### src/rtl/uart_trx_pkg.sv
// Shared definitions for the uart_trx transceiver: frame geometry, default
// bit divisor and the state encoding used by both the TX and RX FSMs.
package uart_trx_pkg;

  localparam int DATA_BITS        = 8;
  localparam int CLKS_PER_BIT_DEF = 142;
  localparam int IDX_W            = $clog2(DATA_BITS);

  typedef enum logic [2:0] {
    IDLE,
    START,
    DATA,
    STOP,
    CLEANUP
  } uart_state_e;

endpackage

### src/rtl/uart_trx_rx.sv
// 8N1 receiver: 2-flop input synchronizer, mid-bit sampling FSM and the
// holding/output registers. A framing error silently drops the byte.
module uart_trx_rx
  import uart_trx_pkg::*;
#(
  parameter int CLKS_PER_BIT = CLKS_PER_BIT_DEF
) (
  input  logic                 clk_in,
  input  logic                 rst_in_n,
  input  logic                 rx_in,
  output logic                 rx_dv_out,
  output logic [DATA_BITS-1:0] rx_data_out
);

  localparam int CNT_W = $clog2(CLKS_PER_BIT);
  localparam logic [CNT_W-1:0] CNT_MAX = CNT_W'(CLKS_PER_BIT - 1);
  localparam logic [CNT_W-1:0] CNT_MID = CNT_W'((CLKS_PER_BIT - 1) / 2);
  localparam logic [IDX_W-1:0] IDX_MAX = IDX_W'(DATA_BITS - 1);

  logic [1:0]           sync_q;
  logic                 rx_s;
  uart_state_e          state_q, state_d;
  logic [CNT_W-1:0]     cnt_q, cnt_d;
  logic [IDX_W-1:0]     idx_q, idx_d;
  logic [DATA_BITS-1:0] shift_q, shift_d;
  logic [DATA_BITS-1:0] data_q, data_d;
  logic                 dv_q, dv_d;

  // Synchronizer resets to the idle line level so reset never looks like a start bit.
  always_ff @(posedge clk_in or negedge rst_in_n) begin
    if (!rst_in_n) sync_q <= 2'b11;
    else           sync_q <= {sync_q[0], rx_in};
  end

  assign rx_s = sync_q[1];

  always_ff @(posedge clk_in or negedge rst_in_n) begin
    if (!rst_in_n) begin
      state_q <= IDLE;
      cnt_q   <= '0;
      idx_q   <= '0;
      shift_q <= '0;
      data_q  <= '0;
      dv_q    <= 1'b0;
    end else begin
      state_q <= state_d;
      cnt_q   <= cnt_d;
      idx_q   <= idx_d;
      shift_q <= shift_d;
      data_q  <= data_d;
      dv_q    <= dv_d;
    end
  end

  always_comb begin
    state_d = state_q;
    cnt_d   = cnt_q;
    idx_d   = idx_q;
    shift_d = shift_q;
    data_d  = data_q;
    dv_d    = 1'b0;
    unique case (state_q)
      IDLE: begin
        cnt_d = '0;
        idx_d = '0;
        if (!rx_s) state_d = START;
      end
      START: begin
        if (cnt_q == CNT_MID) begin
          cnt_d   = '0;
          state_d = rx_s ? IDLE : DATA;
        end else begin
          cnt_d = cnt_q + 1'b1;
        end
      end
      DATA: begin
        if (cnt_q == CNT_MAX) begin
          cnt_d   = '0;
          shift_d = {rx_s, shift_q[DATA_BITS-1:1]};
          if (idx_q == IDX_MAX) begin
            idx_d   = '0;
            state_d = STOP;
          end else begin
            idx_d = idx_q + 1'b1;
          end
        end else begin
          cnt_d = cnt_q + 1'b1;
        end
      end
      STOP: begin
        if (cnt_q == CNT_MAX) begin
          cnt_d   = '0;
          state_d = CLEANUP;
          if (rx_s) begin
            data_d = shift_q;
            dv_d   = 1'b1;
          end
        end else begin
          cnt_d = cnt_q + 1'b1;
        end
      end
      CLEANUP: state_d = IDLE;
      default: state_d = IDLE;
    endcase
  end

  assign rx_dv_out   = dv_q;
  assign rx_data_out = data_q;

endmodule

### src/rtl/uart_trx.sv
// Full-duplex 8N1 UART: inline transmitter plus uart_trx_rx receiver.
// Define UART_LOOPBACK_EN to feed the receiver from tx_out instead of rx_in.
module uart_trx
  import uart_trx_pkg::*;
#(
  parameter int CLKS_PER_BIT = CLKS_PER_BIT_DEF
) (
  input  logic                 clk_in,
  input  logic                 rst_in_n,
  input  logic                 tx_dv_in,
  input  logic [DATA_BITS-1:0] tx_data_in,
  output logic                 tx_active_out,
  output logic                 tx_out,
  output logic                 tx_done_out,
  input  logic                 rx_in,
  output logic                 rx_dv_out,
  output logic [DATA_BITS-1:0] rx_data_out
);

  localparam int CNT_W = $clog2(CLKS_PER_BIT);
  localparam logic [CNT_W-1:0] CNT_MAX = CNT_W'(CLKS_PER_BIT - 1);
  localparam logic [IDX_W-1:0] IDX_MAX = IDX_W'(DATA_BITS - 1);

  uart_state_e          tx_state_q, tx_state_d;
  logic [CNT_W-1:0]     tx_cnt_q, tx_cnt_d;
  logic [IDX_W-1:0]     tx_idx_q, tx_idx_d;
  logic [DATA_BITS-1:0] tx_byte_q, tx_byte_d;
  logic                 tx_q, tx_d;
  logic                 tx_act_q, tx_act_d;
  logic                 tx_done_q, tx_done_d;

  always_ff @(posedge clk_in or negedge rst_in_n) begin
    if (!rst_in_n) begin
      tx_state_q <= IDLE;
      tx_cnt_q   <= '0;
      tx_idx_q   <= '0;
      tx_byte_q  <= '0;
      tx_q       <= 1'b1;
      tx_act_q   <= 1'b0;
      tx_done_q  <= 1'b0;
    end else begin
      tx_state_q <= tx_state_d;
      tx_cnt_q   <= tx_cnt_d;
      tx_idx_q   <= tx_idx_d;
      tx_byte_q  <= tx_byte_d;
      tx_q       <= tx_d;
      tx_act_q   <= tx_act_d;
      tx_done_q  <= tx_done_d;
    end
  end

  // The line level is registered one bit ahead, so each state's outgoing
  // edge also loads the value of the bit that follows it.
  always_comb begin
    tx_state_d = tx_state_q;
    tx_cnt_d   = tx_cnt_q;
    tx_idx_d   = tx_idx_q;
    tx_byte_d  = tx_byte_q;
    tx_d       = tx_q;
    tx_act_d   = tx_act_q;
    tx_done_d  = 1'b0;
    unique case (tx_state_q)
      IDLE: begin
        tx_d     = 1'b1;
        tx_cnt_d = '0;
        tx_idx_d = '0;
        if (tx_dv_in) begin
          tx_byte_d  = tx_data_in;
          tx_d       = 1'b0;
          tx_act_d   = 1'b1;
          tx_state_d = START;
        end
      end
      START: begin
        if (tx_cnt_q == CNT_MAX) begin
          tx_cnt_d   = '0;
          tx_d       = tx_byte_q[0];
          tx_state_d = DATA;
        end else begin
          tx_cnt_d = tx_cnt_q + 1'b1;
        end
      end
      DATA: begin
        if (tx_cnt_q == CNT_MAX) begin
          tx_cnt_d = '0;
          if (tx_idx_q == IDX_MAX) begin
            tx_idx_d   = '0;
            tx_d       = 1'b1;
            tx_state_d = STOP;
          end else begin
            tx_idx_d = tx_idx_q + 1'b1;
            tx_d     = tx_byte_q[tx_idx_q + 1'b1];
          end
        end else begin
          tx_cnt_d = tx_cnt_q + 1'b1;
        end
      end
      STOP: begin
        if (tx_cnt_q == CNT_MAX) begin
          tx_cnt_d   = '0;
          tx_done_d  = 1'b1;
          tx_act_d   = 1'b0;
          tx_state_d = CLEANUP;
        end else begin
          tx_cnt_d = tx_cnt_q + 1'b1;
        end
      end
      CLEANUP: tx_state_d = IDLE;
      default: tx_state_d = IDLE;
    endcase
  end

  assign tx_out        = tx_q;
  assign tx_active_out = tx_act_q;
  assign tx_done_out   = tx_done_q;

  logic rx_src;
`ifdef UART_LOOPBACK_EN
  logic unused_rx_in;
  assign unused_rx_in = rx_in;
  assign rx_src       = tx_q;
`else
  assign rx_src = rx_in;
`endif

  uart_trx_rx #(
    .CLKS_PER_BIT(CLKS_PER_BIT)
  ) u_rx (
    .clk_in     (clk_in),
    .rst_in_n   (rst_in_n),
    .rx_in      (rx_src),
    .rx_dv_out  (rx_dv_out),
    .rx_data_out(rx_data_out)
  );

endmodule

### config.mk
export PLATFORM = sky130hd
export DESIGN_NAME = uart_trx
export DESIGN_NICKNAME = d
export VERILOG_FILES = /design/src/rtl/uart_trx_pkg.sv /design/src/rtl/uart_trx_rx.sv /design/src/rtl/uart_trx.sv
export SDC_FILE = /design/constraint.sdc
export NUM_CORES = 1
export LEC_CHECK = 0
export CAP_MARGIN = 30
export CELL_PAD_IN_SITES_DETAIL_PLACEMENT = 1
export CELL_PAD_IN_SITES_GLOBAL_PLACEMENT = 2
export CORE_ASPECT_RATIO = 1.4
export CORE_MARGIN = 1
export CORE_UTILIZATION = 39
export CTS_CLUSTER_SIZE = 24
export DETAILED_ROUTE_END_ITERATION = 8
export PLACE_DENSITY = 0.77
export REMOVE_ABC_BUFFERS = 1
export SYNTH_ARGS = -nofsm -noshare
export SYNTH_HDL_FRONTEND = slang
export SYNTH_SLANG_ARGS = --single-unit
### constraint.sdc
create_clock -name clk_in -period 2.85 [get_ports clk_in]
set_clock_uncertainty 0.05 [all_clocks]
set_input_delay 0.285 -clock clk_in [delete_from_list [all_inputs] [get_ports clk_in]]
set_output_delay 0.285 -clock clk_in [all_outputs]
set_load 0.05 [all_outputs]
Yosys cells after proc, flatten, opt, wreduce, memory -nomap -nowiden

Index checks and enable logic that the tools add are counted.

Reductions and logical operators: 19
Muxes and demuxes: 39
Equal/unequal tests: 21
$add $sub $neg: 4
Magnitude comparators: 1

Operators with widths:

| cell                                                                          | number |
|---|---|
| 3-bit two-way mux                                                             | 14 |
| 8-bit two-way mux                                                             | 3 |
| 3-bit case mux with 4 select lines                                            | 2 |
| 8-bit case mux with 3 select lines                                            | 1 |
| 8-bit by 1-bit adder with 8-bit output (second input constant)                | 2 |
| 8-bit == test (second input constant)                                         | 2 |
| 8-bit case mux with 2 select lines                                            | 1 |
| 3-bit by 2-bit == test with 1-bit output (second input constant)              | 4 |
| 1-bit two-way mux                                                             | 12 |
| 2-bit != test (second input constant)                                         | 6 |
| 3-bit case mux with 2 select lines                                            | 2 |
| 5-bit AND reduction                                                           | 2 |
| 3-bit AND reduction                                                           | 3 |
| 8-bit by 7-bit == test with 1-bit output (second input constant)              | 1 |
| 2-bit by 1-bit != test with 1-bit output (second input constant)              | 4 |
| 2-bit AND reduction                                                           | 4 |
| 2-bit nonzero test                                                            | 4 |
| 3-bit by 1-bit adder with 3-bit output (second input constant)                | 2 |
| 3-bit by 1-bit == test with 1-bit output (second input constant)              | 2 |
| 3-bit == test (second input constant)                                         | 2 |
| 3-bit zero test                                                               | 2 |
| 3-bit nonzero test                                                            | 2 |
| 3-bit by 4-bit less-than comparator with 1-bit output (second input constant) | 1 |
| 1-bit binary-select mux with 3-bit select                                     | 1 |
| other kinds (5)                                                               | 5 |

Register bits after elaboration: 58
Word-level logic and storage cells: 98
Output and inout bits: 12

Logic depth before layout (Yosys ltp)

Depth in word-level cells: 6
Gate-level depth with buffers: 8
Gate-level depth less buffers: 6

By module

Synthesis repeated with hierarchy kept, for this count alone.

Cells, all modules: 249
Area, all modules: 2849.0 µm²

By module, submodules not included:

| module      | times used | cells each | area each (µm²) |
|---|---|---|---|
| uart_trx_rx | 1          | 135        | 1571.5 |
| uart_trx    | 1          | 114        | 1277.5 |

Least setup slack after synthesis

OpenSTA, ideal clock, no wires.

Kind: register to register
Start point: reg u_rx.cnt_q[4]
End point: reg u_rx.shift_q[0]
Data required time: 2.675 ns
Stages on the path, launching flop included: 7
Buffers on the path: 2
Path slack: 0.583 ns
Arrival time: 2.092 ns
Clock period less this slack: 2.267 ns
Setup time: 0.125 ns
Path through: dfrtp_1 > or3b_4 > or2_1 > buf_6 > or4b_4 > buf_6 > mux2_4

Word-level cells in the longest chain between the ends: 2

RTL lines:

| item                          | RTL line          | source |
|---|---|---|
| from (decl)                   | uart_trx_rx.sv:23 | `logic [CNT_W-1:0] cnt_q, cnt_d;` |
| from (signal assigned)        | uart_trx_rx.sv:47 | `cnt_q <= cnt_d;` |
| 8-bit == test                 | uart_trx_rx.sv:77 | `if (cnt_q == CNT_MAX) begin` |
| 2-bit AND reduction (no line) | -                 |  |
| to (signal assigned)          | uart_trx_rx.sv:49 | `shift_q <= shift_d;` |
| to (decl)                     | uart_trx_rx.sv:25 | `logic [DATA_BITS-1:0] shift_q, shift_d;` |

Every way passes these cells.
A chain may end at the register's enable or synchronous reset.

Worst setup path after layout

Start point: reg u_rx.cnt_q[4]
End point: reg u_rx.shift_q[5]

Same word-level chain as after synthesis.

==> results.toml <==
[grt]
grt_overflow = 0
grt_max_degree = 43
grt_pass1_wl_um = 9900
grtUsageTotal_pct = 17.2
grt_pass1_vias = 2037
grt_antenna_before_repair = 0

[cells_and_area]
diodes = 0
final_common_cell = "dfrtp_1"
final_cell_mix = "dfrtp_1, clkdlybuf4s50_1, nand2_1"
areaGrowthSynthToFinish_pct = 19.5
drive_above_1_share_pct = 21.1
final_nets = 296
finalInstanceArea_um2 = 3380
filler_cell_count = 767

[critical_path]
crit_required_ns = 3.00
cp_max_fo = 8
worstSetupPathDepth = 4
cp_num_buf_inv = 0
crit_family = "simple AND/OR/NAND/NOR gates"
r2r-end = "u_rx.shift_q[5]$_DFFE_PN0P_"
slowest_stage = "or4b_4"
startpoint_type = "flip-flop"
path_class = "reg2reg"
r2r-start = "u_rx.cnt_q[4]$_DFFE_PN0P_"
critPathLaunch = "u_rx.cnt_q[4]$_DFFE_PN0P_"
arrival_ns = 2.49
endpoint_kind = "flip-flop"
cp_cell_sequence = "or3b_4 > or2_1 > or4b_4 > mux2_4"
timing.reg2reg.setup_slack_ns = 0.51
critPathMaxStageDelay_ns = 0.62
rr_worst_depth = 4
crit_path_end = "u_rx.shift_q[5]$_DFFE_PN0P_"

[routing]
dr.pass1.iters = 2
drcViolationCount = 0
avgRoutedWirePerCell_um = 15.5
totalWireLength_um = 5820
drtIter0Drc = 46
final_antenna_net_count = 0
viasPerCell = 5.34
route.vias.total = 2003

[cts]
clock_latency_ns = 0.33
htreeDepth = 3
cts_made_buffers = 9
post_cts_buffers = 0
cts_tree = "yes"
cts_resized = 0
path_clk_slew_ns = 0.06
cts.sinks = 58
cts.hold.buffers_added = 0
cts_root_buf = "clkbuf_8"
clockBufferDepth = 2

[logic_synthesis]
synth_top_cell_area_share_pct = 48.6
ys_seq_elements = 58
synthesis.area_um2 = 2830
yosysWarningCount = 0
synth-edff-count = 0
synthArstFlopShare_pct = 100
syn_inst = 245
ys_types = 47
synth_flop_cell = "dfrtp_1"
synth_area_leaders = "dfrtp_1, mux2_2, mux2_4"
syn_avg_cell_area_um2 = 11.6
yosysSeqAreaShare_pct = 51.4
synth_area_leader_cell = "dfrtp_1"

[timing]
worstMarginPinSlew_ns = 0.660
tns_ns = 0
rsz0062_at_grt = "no"
worst_hold_slack_ns = 0.240
period_share_pct = 82.0
finalSetupViolations = 0
relSlewSlack_pct = 55.8
timing.fmax_mhz = 428
hold_viol = 0
min_period_ns = 2.34
slew_viol_final = 0

[power_and_ir_drop]
ir_worst_vdd_mv = 0.315
p_leak_nw = 1.46
power.density_nw_per_um2 = 571
p_total_mw = 1.93

[job]
cap_violations = 0

[die]
rows = 36
fp.dieW_um = 74.0
fp.dieArea_um2 = 7610
io_pins = 24
die_y_um = 103
start_util_pct = 40.5
core_area_um2 = 6980

[place]
placed_area_um2 = 3150
place_hpwl_um = 4180
numPortBuffers = 23
place_congestion = 0.757

[run_status]
outcome = "finished, final reports clean"

[worst_hold_path]
hold_path.class = "in2async"
layout make-up:
type,count,area (um^2),share of cell area [%]
Timing Repair Buffer,28,278,8.21
Inverter,10,37.5,1.11
Multi-Input combinational cell,168,1290,38.1
Clock inverter,5,52.6,1.55
Sequential cell,58,1460,43.0
Clock buffer,11,151,4.48
Tap cell,95,119,3.51
where the power goes:
group,total (mW),switching [mW],leakage [nW],internal [mW]
Combinational,0.201,0.0988,0.604,0.102
Clock,0.773,0.326,0.105,0.447
Sequential,0.956,0.0708,0.751,0.886
per-layer routing:
layer  vias up  track usage [%]  share of wire (%)
met5         -                0                  0
met3         6             4.11                2.0
li1        961                -                  -
met4         0             5.77                1.1
met2        16             29.9                 53
met1      1020             20.8                 44
cell usage after synthesis (4+ instances only):
cell and count:
dfrtp_1 55, nand2_1 18, mux2_2 16, nor2_1 16
inv_1 10, nand3_1 10, ha_1 9, o21ai_0 9
mux2_4 8, clkbuf_1 7, o211ai_1 7, a21oi_1 6
a22o_1 6, nor3_1 6, o311ai_0 5, xor2_1 4
worst register-to-register path, stage by stage, from the launching register on:
cell and delay [ns]:
dfrtp_1 0.43, or3b_4 0.45, or2_1 0.33, or4b_4 0.62
mux2_4 0.34
through the flow:
step                      instances  setup slack (ns)  utilization [%]
after CTS                       373             0.516             48.0
final                           375             0.513             48.4
after global placement          357             0.567             45.1
after floorplan                 236             0.659                -
after global routing            375             0.449             48.4
after detailed placement        357             0.517             45.1
worst min-delay path by stage:
stage / startpoint / to / cells past startpoint
2_1_floorplan: rst_in_n / tx_active_out$_DFFE_PN0P_ / 0
3_3_place_gp: u_rx.sync_q[0]$_DFF_PN1_ / u_rx.sync_q[1]$_DFF_PN1_ / 0
3_5_place_dp: u_rx.sync_q[0]$_DFF_PN1_ / u_rx.sync_q[1]$_DFF_PN1_ / 0
4_1_cts: rst_in_n / u_rx.shift_q[2]$_DFFE_PN0P_ / 1
5_1_grt: rst_in_n / tx_cnt_q[5]$_DFFE_PN0P_ / 2
6_report: rst_in_n / tx_cnt_q[5]$_DFFE_PN0P_ / 2
flip-flops by register name, indices dropped and copies added (netlist names):
| register | cells |
|---|---|
| tx_byte_q | 8 |
| tx_cnt_q | 8 |
| u_rx.cnt_q | 8 |
| u_rx.rx_data_out | 8 |
| u_rx.shift_q | 8 |
| tx_idx_q | 3 |
| tx_state_q | 3 |
| u_rx.idx_q | 3 |
| u_rx.state_q | 3 |
| u_rx.sync_q | 2 |
| tx_active_out | 1 |
| tx_done_out | 1 |
| tx_out | 1 |
| u_rx.rx_dv_out | 1 |
logic make-up (layout without fill, tap and decap cells):
kind of cell | count (synthesis) | in the layout | share of synthesized area [%]
buffers and inverters | 19 | 54 | 3.05
AO/OA/AOI/OAI | 51 | 51 | 13.1
multiplexers | 26 | 26 | 12.2
adder cells (fa/ha/maj) | 9 | 9 | 3.98
flip-flops | 58 | 58 | 51.4
XOR/XNOR | 7 | 7 | 2.17
AND/OR/NAND/NOR | 75 | 75 | 14.1
Power figures use the tool's default switching activity.
